[config.mk]
export PLATFORM = sky130hd
export DESIGN_NAME = uart_rx
export DESIGN_NICKNAME = d
export VERILOG_FILES = /design/src/rtl/uart_rx.sv
export SDC_FILE = /design/constraint.sdc
export NUM_CORES = 1
export LEC_CHECK = 0
export BUFFER_PORTS_ARGS = -buffer_cell sky130_fd_sc_hd__buf_4
export CORE_ASPECT_RATIO = 0.9
export CORE_MARGIN = 2
export CORE_UTILIZATION = 33
export DETAILED_ROUTE_END_ITERATION = 10
export HOLD_SLACK_MARGIN = 0.03
export PLACE_DENSITY = 0.59
export SYNTH_ARGS = -nofsm -noshare
export SYNTH_HDL_FRONTEND = slang
export SYNTH_SLANG_ARGS = --single-unit
[constraint.sdc]
create_clock -name clk -period 2 [get_ports clk]
set_input_delay 0.1 -clock clk [delete_from_list [all_inputs] [get_ports clk]]
set_output_delay 0.1 -clock clk [all_outputs]
set_load 0.05 [all_outputs]
[src/rtl/uart_rx.sv]
// 8N1 UART receiver: two-flop input synchronizer, mid-bit sampling driven by a
// 16-bit bit-period counter, one-cycle valid / framing-error strobes.
module uart_rx #(
  parameter int unsigned CLK_PER_BIT = 434
) (
  input  logic       clk,
  input  logic       i_rst,
  input  logic       i_rx,
  output logic [7:0] o_data,
  output logic       o_valid,
  output logic       o_frame_err,
  output logic       o_busy
);

  localparam logic [15:0] HALF = 16'((CLK_PER_BIT - 1) / 2);
  localparam logic [15:0] LAST = 16'(CLK_PER_BIT - 1);

  typedef enum logic [2:0] {
    S_IDLE,
    S_START,
    S_DATA,
    S_STOP,
    S_CLEAN
  } state_t;

  state_t      r_state;
  state_t      w_state_nxt;
  logic        r_sync1;
  logic        r_sync2;
  logic        w_rx_s;
  logic [15:0] r_cnt;
  logic [15:0] w_cnt_nxt;
  logic [2:0]  r_idx;
  logic [2:0]  w_idx_nxt;
  logic [7:0]  r_shift;
  logic [7:0]  w_shift_nxt;
  logic [7:0]  r_data;
  logic [7:0]  w_data_nxt;
  logic        r_valid;
  logic        w_valid_nxt;
  logic        r_ferr;
  logic        w_ferr_nxt;
  logic        r_busy;
  logic        w_busy_nxt;

  assign w_rx_s = r_sync2;

  always_ff @(posedge clk) begin
    if (i_rst) begin
      r_sync1 <= 1'b1;
      r_sync2 <= 1'b1;
      r_state <= S_IDLE;
      r_cnt   <= '0;
      r_idx   <= '0;
      r_shift <= '0;
      r_data  <= '0;
      r_valid <= 1'b0;
      r_ferr  <= 1'b0;
      r_busy  <= 1'b0;
    end else begin
      r_sync1 <= i_rx;
      r_sync2 <= r_sync1;
      r_state <= w_state_nxt;
      r_cnt   <= w_cnt_nxt;
      r_idx   <= w_idx_nxt;
      r_shift <= w_shift_nxt;
      r_data  <= w_data_nxt;
      r_valid <= w_valid_nxt;
      r_ferr  <= w_ferr_nxt;
      r_busy  <= w_busy_nxt;
    end
  end

  always_comb begin
    w_state_nxt = r_state;
    w_cnt_nxt   = r_cnt;
    w_idx_nxt   = r_idx;
    w_shift_nxt = r_shift;
    w_data_nxt  = r_data;
    w_valid_nxt = 1'b0;
    w_ferr_nxt  = 1'b0;

    case (r_state)
      S_IDLE: begin
        w_cnt_nxt = '0;
        w_idx_nxt = '0;
        if (!w_rx_s) w_state_nxt = S_START;
      end

      // Re-check the start bit at its midpoint so short glitches are dropped.
      S_START: begin
        if (r_cnt == HALF) begin
          w_cnt_nxt   = '0;
          w_state_nxt = w_rx_s ? S_IDLE : S_DATA;
        end else begin
          w_cnt_nxt = r_cnt + 16'd1;
        end
      end

      S_DATA: begin
        if (r_cnt == LAST) begin
          w_cnt_nxt          = '0;
          w_shift_nxt[r_idx] = w_rx_s;
          if (r_idx == 3'd7) begin
            w_idx_nxt   = '0;
            w_state_nxt = S_STOP;
          end else begin
            w_idx_nxt = r_idx + 3'd1;
          end
        end else begin
          w_cnt_nxt = r_cnt + 16'd1;
        end
      end

      S_STOP: begin
        if (r_cnt == LAST) begin
          w_cnt_nxt   = '0;
          w_state_nxt = S_CLEAN;
          if (w_rx_s) begin
            w_data_nxt  = r_shift;
            w_valid_nxt = 1'b1;
          end else begin
            w_ferr_nxt = 1'b1;
          end
        end else begin
          w_cnt_nxt = r_cnt + 16'd1;
        end
      end

      // A held-low line (break) must go high before a new start is accepted.
      S_CLEAN: begin
        w_cnt_nxt = '0;
        if (w_rx_s) w_state_nxt = S_IDLE;
      end

      default: begin
        w_state_nxt = S_IDLE;
        w_cnt_nxt   = '0;
        w_idx_nxt   = '0;
      end
    endcase

    w_busy_nxt = (w_state_nxt != S_IDLE);
  end

  assign o_data      = r_data;
  assign o_valid     = r_valid;
  assign o_frame_err = r_ferr;
  assign o_busy      = r_busy;

endmodule
==> flow_summary.ini, run 1 <==
[yosys]
synthCells = 239
synthTopCellsByArea = dfxtp_1, nor3_1, a21oi_1
syn_area_sq_um = 2110
synth_edf_count = 0
synthXorXnorAreaFrac_pct = 4.56
avgSynthCellArea_sq_um = 8.83
synth_most_common_cell = dfxtp_1
synth_nets = 247
ys_ff_latch = 43
synthMuxAreaShare_pct = 1.42
synth_adder_area_share_pct = 2.96
yosysUniqueCellTypes = 51
synth_ff_type = dfxtp_1
synth_compound_area_share_pct = 14.3
yosys.area_share.simple_pct = 32.0
synth_top_area_cell = dfxtp_1
async_flop_share_pct = 0
yosysWarnings = 0
synth.yosys.seq_area_share_pct = 40.8
synth_top_family_by_area = simple AND/OR/NAND/NOR gates
synth_top_cell_area_share_pct = 40.8
synth_commonest_cells = dfxtp_1, nor3_1, a21oi_1, nand3_1, o21ai_0

[placed_design]
globalplace.congestion = 0.726
port_buffers = 13
dp_hpwl_um = 3040
place_ws_ps = 218

[setup_path]
reg2reg_from = r_cnt[2]
cp_max_fo = 20
critPathKind = reg -> reg
cp.depth = 5
start_kind = flip-flop
cpLargestDelayFamily = simple AND/OR/NAND/NOR gates
ff2ff_setup_slack_ps = 210
slowest_delay_ps = 400
slowest_stage = dfxtp_1
ff2ff_path_depth = 5
crit_path_start = r_cnt[2]
setup.worst_path.end_class = flip-flop
worstPathCellList = nor4_4 -> nand4_2 -> buf_4 -> or3_1 -> a21oi_1
crit_buf_inv = 1
cp.arrival_ps = 2010
worstPathRequired_ps = 2230

[finish]
multi_input_area_sq_um = 1170
layout-drive-gt1-share_pct = 19.1
seqCellArea_sq_um = 861
area_delta_synth_final_pct = 16.7
layout.nets = 264
fillers = 642
n_antenna_cell = 0

[clocking]
post_cts_buffers = 0
worstSkewPairLatency_ps = 290
cts_hold_buf = 1
cts.repair.resized = 0
cts_tree = done
clk_path_buf_depth = 2
htree_num_levels = 2
root_buffer = clkbuf_8
cts_sinks = 43
clk_pin_slew_ps = 90
cts_buffers = 5

[sta]
setup_ws_ps = 213
fmax_ghz = 0.559
fin_setup_tns_ps = 0
drv_slew = 0
timing.final.crit_period_ps = 1790
setup_viol = 0
tightest_slew_ps = 623
finalHoldViolCount = 0
rsz0062_at_grt = false
maxSlewHeadroom_pct = 58.5
finalClockSkew_ps = 9.69
fin_crit_sh_pct = 89.4

[routing]
drt_iter0_drc = 98
drt-total-wl_um = 4440
via_per_inst = 5.13
drtAntennaViolNets = 0
vias = 1764
routedWlPerCell_um = 12.9
post-route-drc-count = 0
first_pass_iters = 4

[floorplan]
ios = 14
core_area_sq_um = 6150
initial_core_util_pct = 34.3
die_h_um = 79.9
dieArea_sq_um = 7050
rows = 27
die_width_um = 88.3

[hold_path]
hold_class = in -> reg
min_from = i_rst
hold_depth = 2

[global_routing]
grt_usage_pct = 13.3
grt_pass1_wl_um = 7440
overflow = 0
grt_max_degree = 30
first_global_vias = 1558
grt_antenna_before_repair = 0

[flow_run]
cap_violations = 0

[power]
p_leak_uw = 0.000823
power_density_nw_per_um2 = 659
ir_worst_vdd_mv = 0.288

[run_status]
outcome = finished, final reports clean
-- cell usage in the layout, fill, tap and decap left out, types with 3 or more instances in the layout --
cell type  Yosys  layout
nand2b_1       6       6
nand3_1       17      17
a21oi_1       17      17
and4_1         3       3
mux2i_1        3       3
dfxtp_1       43      43
nor2_1        10      10
nand3b_1       4       4
buf_4          0      23
inv_1          7       7
o21ai_0       16      16
xnor2_1        9       9
o41ai_1        4       4
nor3_1        19      19
or3_1          6       6
nand2_1       12      12
ha_1           5       5
clkbuf_8       0       6
-- path summary, 6_finish.rpt --
check / to
worst max-delay path: r_shift[5]
worst min-delay path: o_valid
worst max register to register: r_shift[5]
worst min register to register: r_sync2
-- worst register-to-register path, delay by kind of cell, from the launching register on --
family                 cells  cell delay [ps]
AND/OR/NAND/NOR            3              940
buffers and inverters      1              240
AO/OA/AOI/OAI              1              160
flip-flops                 1              400
-- registers in the layout, summed over array words and instances, names as in the netlist --
signal and cells:
r_sync2 1, o_frame_err 1, r_sync1 1, r_shift 8
r_idx 3, o_busy 1, o_valid 1, o_data 8
r_state 3, r_cnt 16
-- cell type report --
class | count | area share, %
clock buffers | 6 | 3.35
clock inverters | 2 | 1.42
inverters | 7 | 1.07
multi-input cells | 175 | 47.4
flip-flops and latches | 43 | 35.0
well taps | 87 | 4.42
repair buffers | 24 | 7.42
-- metal layers --
metal / GRT usage (%) / wire length (um) / vias up / part of all wire [%]
met1: 19.1 / 2330 / 831 / 53
met5: 0 / 0 / - / 0
li1: - / - / 903 / -
met2: 19.2 / 1920 / 24 / 43
met4: 5.00 / 55 / 0 / 1.2
met3: 2.90 / 127 / 6 / 2.9
-- power breakdown --
part	switching, uW	internal (uW)	total, uW	leakage (uW)
clock	306	404	710	0.0000612
combinational	31.2	16.7	48.0	0.000414
sequential	4.71	859	864	0.000347
total	342	1280	1620	0.000823
-- metrics by stage --
stage	hold slack, ps	utilization (%)	instances	power (uW)	area (sq um)
after floorplan	204	-	239	917	2110
after global placement	285	38.0	335	931	2330
after detailed placement	287	38.0	335	931	2330
after CTS	164	40.0	344	1640	2460
after global routing	186	40.0	344	1680	2460
final	169	40.0	344	1620	2460
-- kinds of logic (layout without fill, tap and decap cells) --
logic type / count (synthesis) / in the layout
xor gates and xnor gates: 11 / 11
muxes: 3 / 3
AOI/OAI and AO/OA: 48 / 48
and+or+nand+nor: 108 / 108
adders and majority gates: 5 / 5
DFF: 43 / 43
buffers and inverters: 21 / 39
(Power assumes the default switching activity.)
==> run 2, diff against run 1 <==
Settings changed: PLACE_DENSITY 0.59 to 0.51.
==> run 2 against run 1 <==
Fmax fell by 0.59%. Design area down 2.1%. Worst hold slack got worse by 8.9 ps. Clock power down 26%. Final cell count fell by 0.87%. Clock-buffer cell count unchanged. Highest routed layer unchanged.
==> flow_summary.ini, run 2 (synthesis results as in run 1) <==
[power]
p_leak_uw = 0.000794
ir_worst_vdd_mv = 0.322
power_density_nw_per_um2 = 595
total_power_uw = 1430

[finish]
layout-drive-gt1-share_pct = 17.7
n_antenna_cell = 0
fillers = 633
largest_register_ffs = 16
regMostFlops = r_cnt
area_delta_synth_final_pct = 14.2
layout.nets = 263
layout_common_cells = dfxtp_1, buf_4, nor3_1
finish.instance_area_sq_um = 2410
seqCellArea_sq_um = 861
final_common_cell = dfxtp_1
multi_input_area_sq_um = 1170

[sta]
drv_slew = 0
tightest_slew_ps = 591
timing.final.crit_period_ps = 1800
rsz0062_at_grt = false
finalClockSkew_ps = 5.98
fin_setup_tns_ps = 0
maxSlewHeadroom_pct = 60.6
fmax_ghz = 0.556
finalHoldViolCount = 0
setup_viol = 0
fin_crit_sh_pct = 89.9

[clocking]
root_buffer = clkbuf_8
cts.repair.resized = 0
htree_num_levels = 2
cts_tree = done
clk_pin_slew_ps = 80
worstSkewPairLatency_ps = 290
post_cts_buffers = 0
cts_hold_buf = 1
clk_path_buf_depth = 2
cts_sinks = 43
cts_buffers = 5

[global_routing]
grt_max_degree = 30
grt_usage_pct = 14.2
grt_pass1_wl_um = 7840
grt_antenna_before_repair = 0
first_global_vias = 1636
overflow = 0

[setup_path]
ff2ff_path_depth = 5
slowest_delay_ps = 440
worstPathCellList = nor4_2 -> nand4_2 -> buf_4 -> or3_1 -> a21oi_1
setup.worst_path.end_class = flip-flop
slowest_stage = nor4_2
start_kind = flip-flop
cp.arrival_ps = 2030
worstPathRequired_ps = 2230
critPathKind = reg -> reg
cp_max_fo = 17

[placed_design]
dp_hpwl_um = 3130
port_buffers = 13
globalplace.congestion = 0.818
place_area_sq_um = 2330

[routing]
drtAntennaViolNets = 0
drt_iter0_drc = 93
post-route-drc-count = 0
via_per_inst = 5.11
vias = 1744
routedWlPerCell_um = 13.4
drt-total-wl_um = 4560
first_pass_iters = 4

[hold_path]
hold_depth = 2
hold_class = in -> reg

[floorplan]
rows = 27
initial_core_util_pct = 34.3
core_area_sq_um = 6150
die_width_um = 88.3
ios = 14
die_h_um = 79.9
dieArea_sq_um = 7050

[flow_run]
cap_violations = 0

[run_status]
outcome = finished, final reports clean
## run 2: cell count changes in the layout (fill, tap and decap cells not counted), sizes merged
cell | before | now
bufinv | 1 | 0
buf | 23 | 22
clkinv | 1 | 0
## run 2: report_power, final
group / total [uW] / switching (uW) / internal, uW
clock network: 522 / 289 / 233
logic: 47.6 / 30.9 / 16.7
registers: 864 / 4.56 / 859
## run 2: final timing paths
check	from	end	slack (ps)
max	r_cnt[12]	r_shift[5]	200
min	i_rst	o_valid	160
max reg2reg	r_cnt[12]	r_shift[5]	200
min reg2reg	r_sync1	r_sync2	410
## run 2: stage by stage
| stage | util (%) | instances | hold slack [ps] | setup WS [ps] |
|---|---|---|---|---|
| final | 39.2 | 341 | 160 | 202 |
| after global routing | 39.2 | 341 | 182 | 32.7 |
| after CTS | 39.2 | 341 | 160 | 189 |
| after detailed placement | 37.9 | 334 | 289 | 221 |
| after global placement | 37.9 | 334 | 287 | 248 |
| after floorplan | - | 239 | 204 | 338 |
## run 2: routing by layer
metal | GRT usage, % | vias up | share of wire [%]
met5 | 0 | - | 0
met4 | 4.55 | 0 | 1.1
met2 | 20.2 | 25 | 41
met1 | 20.9 | 813 | 54
li1 | - | 902 | -
met3 | 3.31 | 4 | 4.1
## run 2: layout make-up
cell class / instances / share of cell area (%)
timing repair buffer: 23 / 7.27
inverter: 7 / 1.09
tap: 87 / 4.52
clock buffer: 6 / 3.01
multi-input combinational: 175 / 48.4
sequential: 43 / 35.7
## run 2: critical path, delay by kind of cell (launching register included)
| kind | cells | cell delay [ps] |
|---|---|---|
| and+or+nand+nor | 3 | 1000 |
| DFF | 1 | 340 |
| buffers and inverters | 1 | 250 |
| AOI/OAI and AO/OA | 1 | 140 |
